`config.mk`:
```
export PLATFORM = sky130hd
export DESIGN_NAME = iob_bus_arbiter
export DESIGN_NICKNAME = d
export VERILOG_FILES = /design/src/rtl/iob_bus_arbiter.sv
export SDC_FILE = /design/constraint.sdc
export NUM_CORES = 1
export LEC_CHECK = 0
export CAP_MARGIN = 20
export CORE_AREA = 2 2 121 123
export DETAILED_ROUTE_END_ITERATION = 16
export DIE_AREA = 0 0 123 125
export GPL_TIMING_DRIVEN = 0
export SLEW_MARGIN = 20
export SYNTH_ARGS = -nofsm -noshare
export SYNTH_HDL_FRONTEND = slang
export SYNTH_SLANG_ARGS = --single-unit
```
`constraint.sdc`:
```
create_clock -name clk_i -period 1.8 [get_ports clk_i]
set_input_delay 0.18 -clock clk_i [delete_from_list [all_inputs] [get_ports clk_i]]
set_output_delay 0.18 -clock clk_i [all_outputs]
set_load 0.05 [all_outputs]
```
`src/rtl/iob_bus_arbiter.sv`:
```
// iob_bus_arbiter: two-requester arbiter for a shared IOb native memory port.
// m0 is the instruction bus and m1 is the data bus. Only one transaction can
// be outstanding at a time. The address path has zero latency, and read data
// is routed back only to the requester that owns the current transaction.
module iob_bus_arbiter #(
    parameter int ADDR_W  = 32,
    parameter int DATA_W  = 32,
    parameter int PRIO    = 0,
    localparam int WSTRB_W = DATA_W / 8,
    localparam int REQ_W   = 1 + ADDR_W + DATA_W + WSTRB_W,
    localparam int RESP_W  = DATA_W + 2
) (
    input  logic              clk_i,
    input  logic              arst_n_i,
    input  logic              cke_i,
    input  logic [REQ_W-1:0]  m0_req_i,
    output logic [RESP_W-1:0] m0_resp_o,
    input  logic [REQ_W-1:0]  m1_req_i,
    output logic [RESP_W-1:0] m1_resp_o,
    output logic [REQ_W-1:0]  s_req_o,
    input  logic [RESP_W-1:0] s_resp_i,
    output logic [1:0]        grant_o,
    output logic              busy_o
);

    typedef enum logic [1:0] {
        IDLE  = 2'd0,
        ADDR  = 2'd1,
        RDATA = 2'd2
    } state_t;

    state_t            state_q, state_d;
    logic [1:0]        owner_q, owner_d;
    logic              last_q, last_d;

    logic              m0_av, m1_av;
    logic              s_ready, s_rvalid;
    logic [DATA_W-1:0] s_rdata;
    logic [1:0]        winner;
    logic [1:0]        cur_owner;
    logic [REQ_W-1:0]  fwd_req;
    logic [RESP_W-1:0] owner_resp;
    logic              accept;
    logic              is_write;

    assign m0_av    = m0_req_i[REQ_W-1];
    assign m1_av    = m1_req_i[REQ_W-1];
    assign s_ready  = s_resp_i[0];
    assign s_rvalid = s_resp_i[1];
    assign s_rdata  = s_resp_i[RESP_W-1:2];

    // The state, owner and last-grant registers. Reset makes m1 the last
    // requester granted, so the first tie is won by m0.
    always_ff @(posedge clk_i or negedge arst_n_i) begin
        if (!arst_n_i) begin
            state_q <= IDLE;
            owner_q <= 2'b00;
            last_q  <= 1'b1;
        end else if (cke_i) begin
            state_q <= state_d;
            owner_q <= owner_d;
            last_q  <= last_d;
        end
    end

    // Choose a winner among the requesters that are raising avalid.
    // In round-robin mode (last_q = 1 means m1 was granted last), a tie goes
    // to the requester that was not granted last.
    always_comb begin
        winner = 2'b00;
        if (PRIO == 1) begin
            if (m1_av) begin
                winner = 2'b10;
            end else if (m0_av) begin
                winner = 2'b01;
            end
        end else begin
            if (m0_av && m1_av) begin
                winner = last_q ? 2'b01 : 2'b10;
            end else if (m0_av) begin
                winner = 2'b01;
            end else if (m1_av) begin
                winner = 2'b10;
            end
        end
    end

    // Next-state logic, request forwarding and response selection.
    // In IDLE the winner owns the bus for this cycle. In every other state
    // the latched owner keeps the bus until its transaction completes.
    always_comb begin
        state_d    = state_q;
        owner_d    = owner_q;
        last_d     = last_q;
        owner_resp = '0;
        cur_owner  = (state_q == IDLE) ? winner : owner_q;

        fwd_req = '0;
        if (cur_owner[0]) begin
            fwd_req = m0_req_i;
        end else if (cur_owner[1]) begin
            fwd_req = m1_req_i;
        end
        if (state_q == RDATA) begin
            fwd_req[REQ_W-1] = 1'b0;
        end

        accept   = fwd_req[REQ_W-1] & s_ready;
        is_write = |fwd_req[WSTRB_W-1:0];

        case (state_q)
            IDLE: begin
                owner_resp = {{DATA_W{1'b0}}, 1'b0, s_ready};
                if (cur_owner != 2'b00) begin
                    owner_d = cur_owner;
                    if (accept) begin
                        state_d = is_write ? IDLE : RDATA;
                    end else begin
                        state_d = ADDR;
                    end
                end
            end
            ADDR: begin
                owner_resp = {{DATA_W{1'b0}}, 1'b0, s_ready};
                if (!fwd_req[REQ_W-1]) begin
                    state_d = IDLE;
                end else if (s_ready) begin
                    state_d = is_write ? IDLE : RDATA;
                end
            end
            RDATA: begin
                if (s_rvalid) begin
                    owner_resp = {s_rdata, 1'b1, 1'b0};
                    state_d    = IDLE;
                end
            end
            default: begin
                state_d = IDLE;
            end
        endcase

        if (accept) begin
            last_d = cur_owner[1];
        end
        if (state_d == IDLE) begin
            owner_d = 2'b00;
        end
    end

    // Drive the outputs. Every output is held at zero while reset is asserted,
    // even if requests are present on the inputs.
    always_comb begin
        s_req_o   = '0;
        m0_resp_o = '0;
        m1_resp_o = '0;
        grant_o   = 2'b00;
        busy_o    = 1'b0;
        if (arst_n_i) begin
            s_req_o   = fwd_req;
            m0_resp_o = cur_owner[0] ? owner_resp : '0;
            m1_resp_o = cur_owner[1] ? owner_resp : '0;
            grant_o   = cur_owner;
            busy_o    = (state_q != IDLE);
        end
    end

endmodule
```
Word-level counts from Yosys, hierarchy flattened. Cells that the tools add are included.

ROM bits: 0. Output and inout port bits: 140. Register bits after elaboration: 5. Memory bits (writable): 0. Memories kept: 0. Bits in latches: 0. Word-level logic and storage cells: 44.

Bitwise gates (word level): 1. Reduce and logical (&&, ||, !) cells: 11. Eq/ne operators: 2. Shift operators: 0. Mux-type cells: 27. $add $sub $neg: 0. Divide/modulo/power cells: 0. Order comparisons: 0. Multiply operators: 0.

Operators with widths (number): 2-to-1 mux 69 bit (3); 2-to-1 mux 34 bit (5); case mux 34 bit (2 select lines) (1); 2-to-1 mux 2 bit (15); nonzero test 2 bit (4); case mux 2 bit (3 select lines) (1); zero test 2 bit (2); OR reduction 4 bit (1); AND reduction 3 bit (1); equality test 2 x 1 -> 1 bit, second input constant (1); equality test 2 bit, second input constant (1); 2-to-1 mux 1 bit (2); AND reduction 2 bit (1); OR reduction 2 bit (1); AND 1 bit (1); logical AND 1 bit (1).

Logic depth before layout (Yosys ltp).
Word-level depth: 14. Depth in mapped cells: 8. Mapped depth without buffers: 5.

Worst setup path before layout. Ideal clock, no wire load.

Path kind: flip-flop to output port. Start: reg state_q[0]. End: out m0_resp_o[24]. Cell stages (with the launch flop): 5. Arrival: 2.130 ns. Path buffers: 1. Setup slack: -0.510 ns. Cell sequence: dfrtp_1 nand2b_1 nor3_1 clkbuf_1 and2_1.

Longest elaborated chain between the ends: 5. Elaborated cells between the ends (all ways): 8.

RTL lines: start: declaration (line 32) `state_t state_q, state_d;`; start signal: assignment (line 60) `state_q <= state_d;`; equality test 2 x 1 -> 1 bit / zero test 2 bit (equally long branches) (line 111, 96); OR reduction 2 bit (no line); case mux 34 bit (2 select lines) (line 111) `case (state_q)`; 2-to-1 mux 34 bit * (line 160) `m0_resp_o = cur_owner[0] ? owner_resp : '0;`; 2-to-1 mux 34 bit * (line 158) `if (arst_n_i) begin`; end: declaration (line 17) `output logic [RESP_W-1:0] m0_resp_o,`.

Every way passes the cells marked *; elsewhere a longest branch is shown, timed or not.

Final worst setup path.
Start: reg state_q[0]. End: out s_req_o[57].

Longest elaborated chain between the ends: 5.

RTL lines: zero test 2 bit * (line 96) `cur_owner = (state_q == IDLE) ? winner : owner_q;`; 2-to-1 mux 2 bit * (line 96); 2-to-1 mux 69 bit (line 101) `end else if (cur_owner[1]) begin`; 2-to-1 mux 69 bit * (line 99) `if (cur_owner[0]) begin`; 2-to-1 mux 69 bit * (line 158); end: declaration (line 20) `output logic [REQ_W-1:0] s_req_o,`.

Marked as above.

==> impl_metrics.json <==
{
  "status": "complete, but fails checks",
  "failed_checks": "negative setup slack",
  "antenna_found_initial": 0,
  "drtAntennaViolNets": 0,
  "p_clk_share_pct": 5.7,
  "cp_slowest_cell": "dfrtp_2",
  "drc_errors": 0,
  "r2r-start": "state_q[0]",
  "skew_ns": 0.0004952,
  "coreArea_sq_mm": 0.01420,
  "htreeDepth": 1,
  "hold_path_class": "input port to async pin",
  "power_density_mw_per_mm2": 1064,
  "leakage_nw": 2.786,
  "wirelength_mm": 12.57,
  "grtUsageMet3_pct": 2.464,
  "max_stage_delay_ns": 0.46,
  "final_net_count": 730,
  "firstDrtPassIters": 4,
  "seq_area_frac_synth_pct": 7.634,
  "synth_top_flop_cell": "dfrtp_1",
  "start_util_pct": 11.65,
  "synth_area_leaders": "a22o_1 34%, and2_1 25%, dfrtp_1 6.0%, buf_6 4.1%, buf_2 2.4%",
  "synth.top_cell.area_share_pct": 33.86,
  "critPathLaunchType": "flop",
  "clock_path_buffers": 2,
  "max_freq_mhz": 432.2,
  "grt_pass1_vias": 3181,
  "ios": 315,
  "relSlewSlack_pct": 66.48,
  "critPathKind": "flop to output pin",
  "path_max_fanout": 11,
  "vdd_ir_drop_max_mv": 0.8842,
  "synth_most_common_cell": "and2_1",
  "yosysTopAreaCell": "a22o_1",
  "worst_pin_slew_ns": 0.5049,
  "crit_chain": "or2_4, o31ai_4, buf_6, nor2_4, buf_12, buf_12, a22o_4, buf_6",
  "syn-num-nets": 398,
  "n_antenna_cell": 0,
  "power_mw": 6.389,
  "syn_to_final_growth_pct": 262.6,
  "arrival_ns": 2.13,
  "ys_warn_count": 0,
  "switchingPower_mw": 3.332,
  "synthArstFlopShare_pct": 100.0,
  "design.die.area_sq_mm": 0.01538,
  "grt_overflow": 0,
  "first_iter_violations": 60,
  "finalHoldViolations": 0,
  "cts_inserted_buffers": 3,
  "synth_common_cells": "66 x and2_1, 64 x a22o_1, 8 x buf_2, 8 x nor2_1",
  "cts_tree": "done",
  "syn-cell-area_sq_mm": 0.001655,
  "routedWlPerCell_microns": 17.03,
  "p_int_mw": 3.056,
  "synth-edff-count": 0,
  "grt_use_met1_pct": 16.66,
  "rows": 44,
  "drive_above_1_share_pct": 53.97,
  "via_per_inst": 4.233,
  "routabilityCongestion": 0.8857,
  "syn_inst": 223,
  "die_h_microns": 125,
  "p_sw_share_pct": 52.16,
  "rsz0062_at_grt": "yes",
  "cts_root_buffer": "clkbuf_16",
  "setup_viol": 139,
  "grt_most_used_layer": "met2",
  "grtUsageTotal_pct": 14.64,
  "report.final.slew_viol_count": 0,
  "pwr-share-seq_pct": 3.8,
  "vias": 3124,
  "cap_violations": 0,
  "grt_pass1_wl_mm": 17.75,
  "port_buffers": 314,
  "required_ns": 1.62,
  "synth_cell_types": 37,
  "clk_latency_ns": 0.23,
  "grt_max_degree": 15,
  "timing.hold.ws_ns": 0.07462,
  "ys_seq_elements": 5,
  "period_needed_ns": 2.314,
  "end_kind": "output pin",
  "fill_cells": 1393,
  "cts_num_sinks": 5,
  "period_share_pct": 128.5,
  "clk_pin_slew_ns": 0.03,
  "postSynthAreaPerCell_sq_um": 7.423,
  "die_w_microns": 123,
  "grt_use_met2_pct": 28.34,
  "power_frac_comb_pct": 90.5,
  "setup_slack_ns": -0.5136,
  "dp_hpwl_mm": 10.54,
  "cp-startpoint": "state_q[0]"
}
[sequential cells by signal (all words and copies together), names as in the netlist]
signal,cells
last_q,1
owner_q,2
state_q,2
[metrics by stage]
stage                     instances  cell area (sq um)  utilization, %  setup slack (ns)  TNS (ns)
after floorplan                 223               2333               -           -0.1227    -7.097
after global placement          721               5707           40.18            -1.472   -178.86
after detailed placement        721               5707           40.18            -1.513   -184.90
after CTS                       729               6070           42.73           -0.5642    -70.04
after global routing            738               6002           42.26           -0.5620    -56.14
final                           738               6002           42.26           -0.5136    -45.94
[path summary, 6_finish.rpt]
path / end / slack [ns] / cells past startpoint
min in group clk_i: last_q / 0.53 / 3
worst max register to register: owner_q[1] / -0.07 / 6
max in group asynchronous: state_q[0] / 1.05 / 2
worst min-delay path: last_q / 0.07 / 1
worst min register to register: state_q[0] / 0.62 / 1
worst max-delay path: s_req_o[57] / -0.51 / 8
[cell type report]
type / count / area [sq um] / share of cell area, %
plain buffers: 20 / 281.5 / 4.690
inverters: 6 / 22.52 / 0.3752
well taps: 184 / 230.2 / 3.836
repair buffers: 327 / 3224 / 53.72
flip-flops and latches: 5 / 127.6 / 2.126
multi-input cells: 192 / 2037 / 33.94
clock buffers: 4 / 78.83 / 1.313
[repair_timing]
item | CTS | global route
hold buffers | 0 | 1
endpoints found under the setup margin | 143 | 143
setup buffers | 4 | 8
endpoints found under the hold margin | 0 | 4
pin swaps | 4 | 6
gates cloned | 0 | 1
resized for setup | 706 | 245
[placed cells by master, fill, tap and decap left out, drive strengths merged, types with 3 or more instances in the layout]
master	count
nor3	3
inv	6
clkbuf	74
a21oi	4
nor2b	6
o21ai	6
a22oi	4
o22ai	3
nand2	5
buf	100
a22o	64
nor2	10
dfrtp	4
clkdlybuf4s50	172
and2	66
[power groups by stage]
| stage | clock network (mW) | logic [mW] | registers [mW] |
|---|---|---|---|
| floorplan | 0 | 3.58 | 0.217 |
| global placement | 0 | 5.13 | 0.231 |
| detailed placement | 0 | 5.16 | 0.234 |
| CTS | 0.367 | 5.59 | 0.236 |
| global route | 0.377 | 6.01 | 0.249 |
| finish | 0.362 | 5.78 | 0.244 |
[layer usage]
layer / wire (microns) / vias up / part of all wire [%]
li1: - / 1499 / -
met2: 6753 / 139 / 54
met3: 894 / 12 / 7.1
met5: 0 / - / 0
met1: 4746 / 1474 / 38
met4: 176 / 0 / 1.4
[worst max-delay path, delay by kind of cell (launching register included)]
family | cells | cell delay (ns)
AOI/OAI and AO/OA | 2 | 0.49
buffers and inverters | 4 | 0.61
DFF | 1 | 0.46
and+or+nand+nor | 2 | 0.33
[cells by family after synthesis]
family	count (synthesis)	synth area share, %
buffers and inverters	26	9.221
multiplexers	3	1.965
AND/OR/NAND/NOR	99	35.90
flip-flops	5	7.635
AO/OA/AOI/OAI	90	45.28
Power figures use the tool's default switching activity.
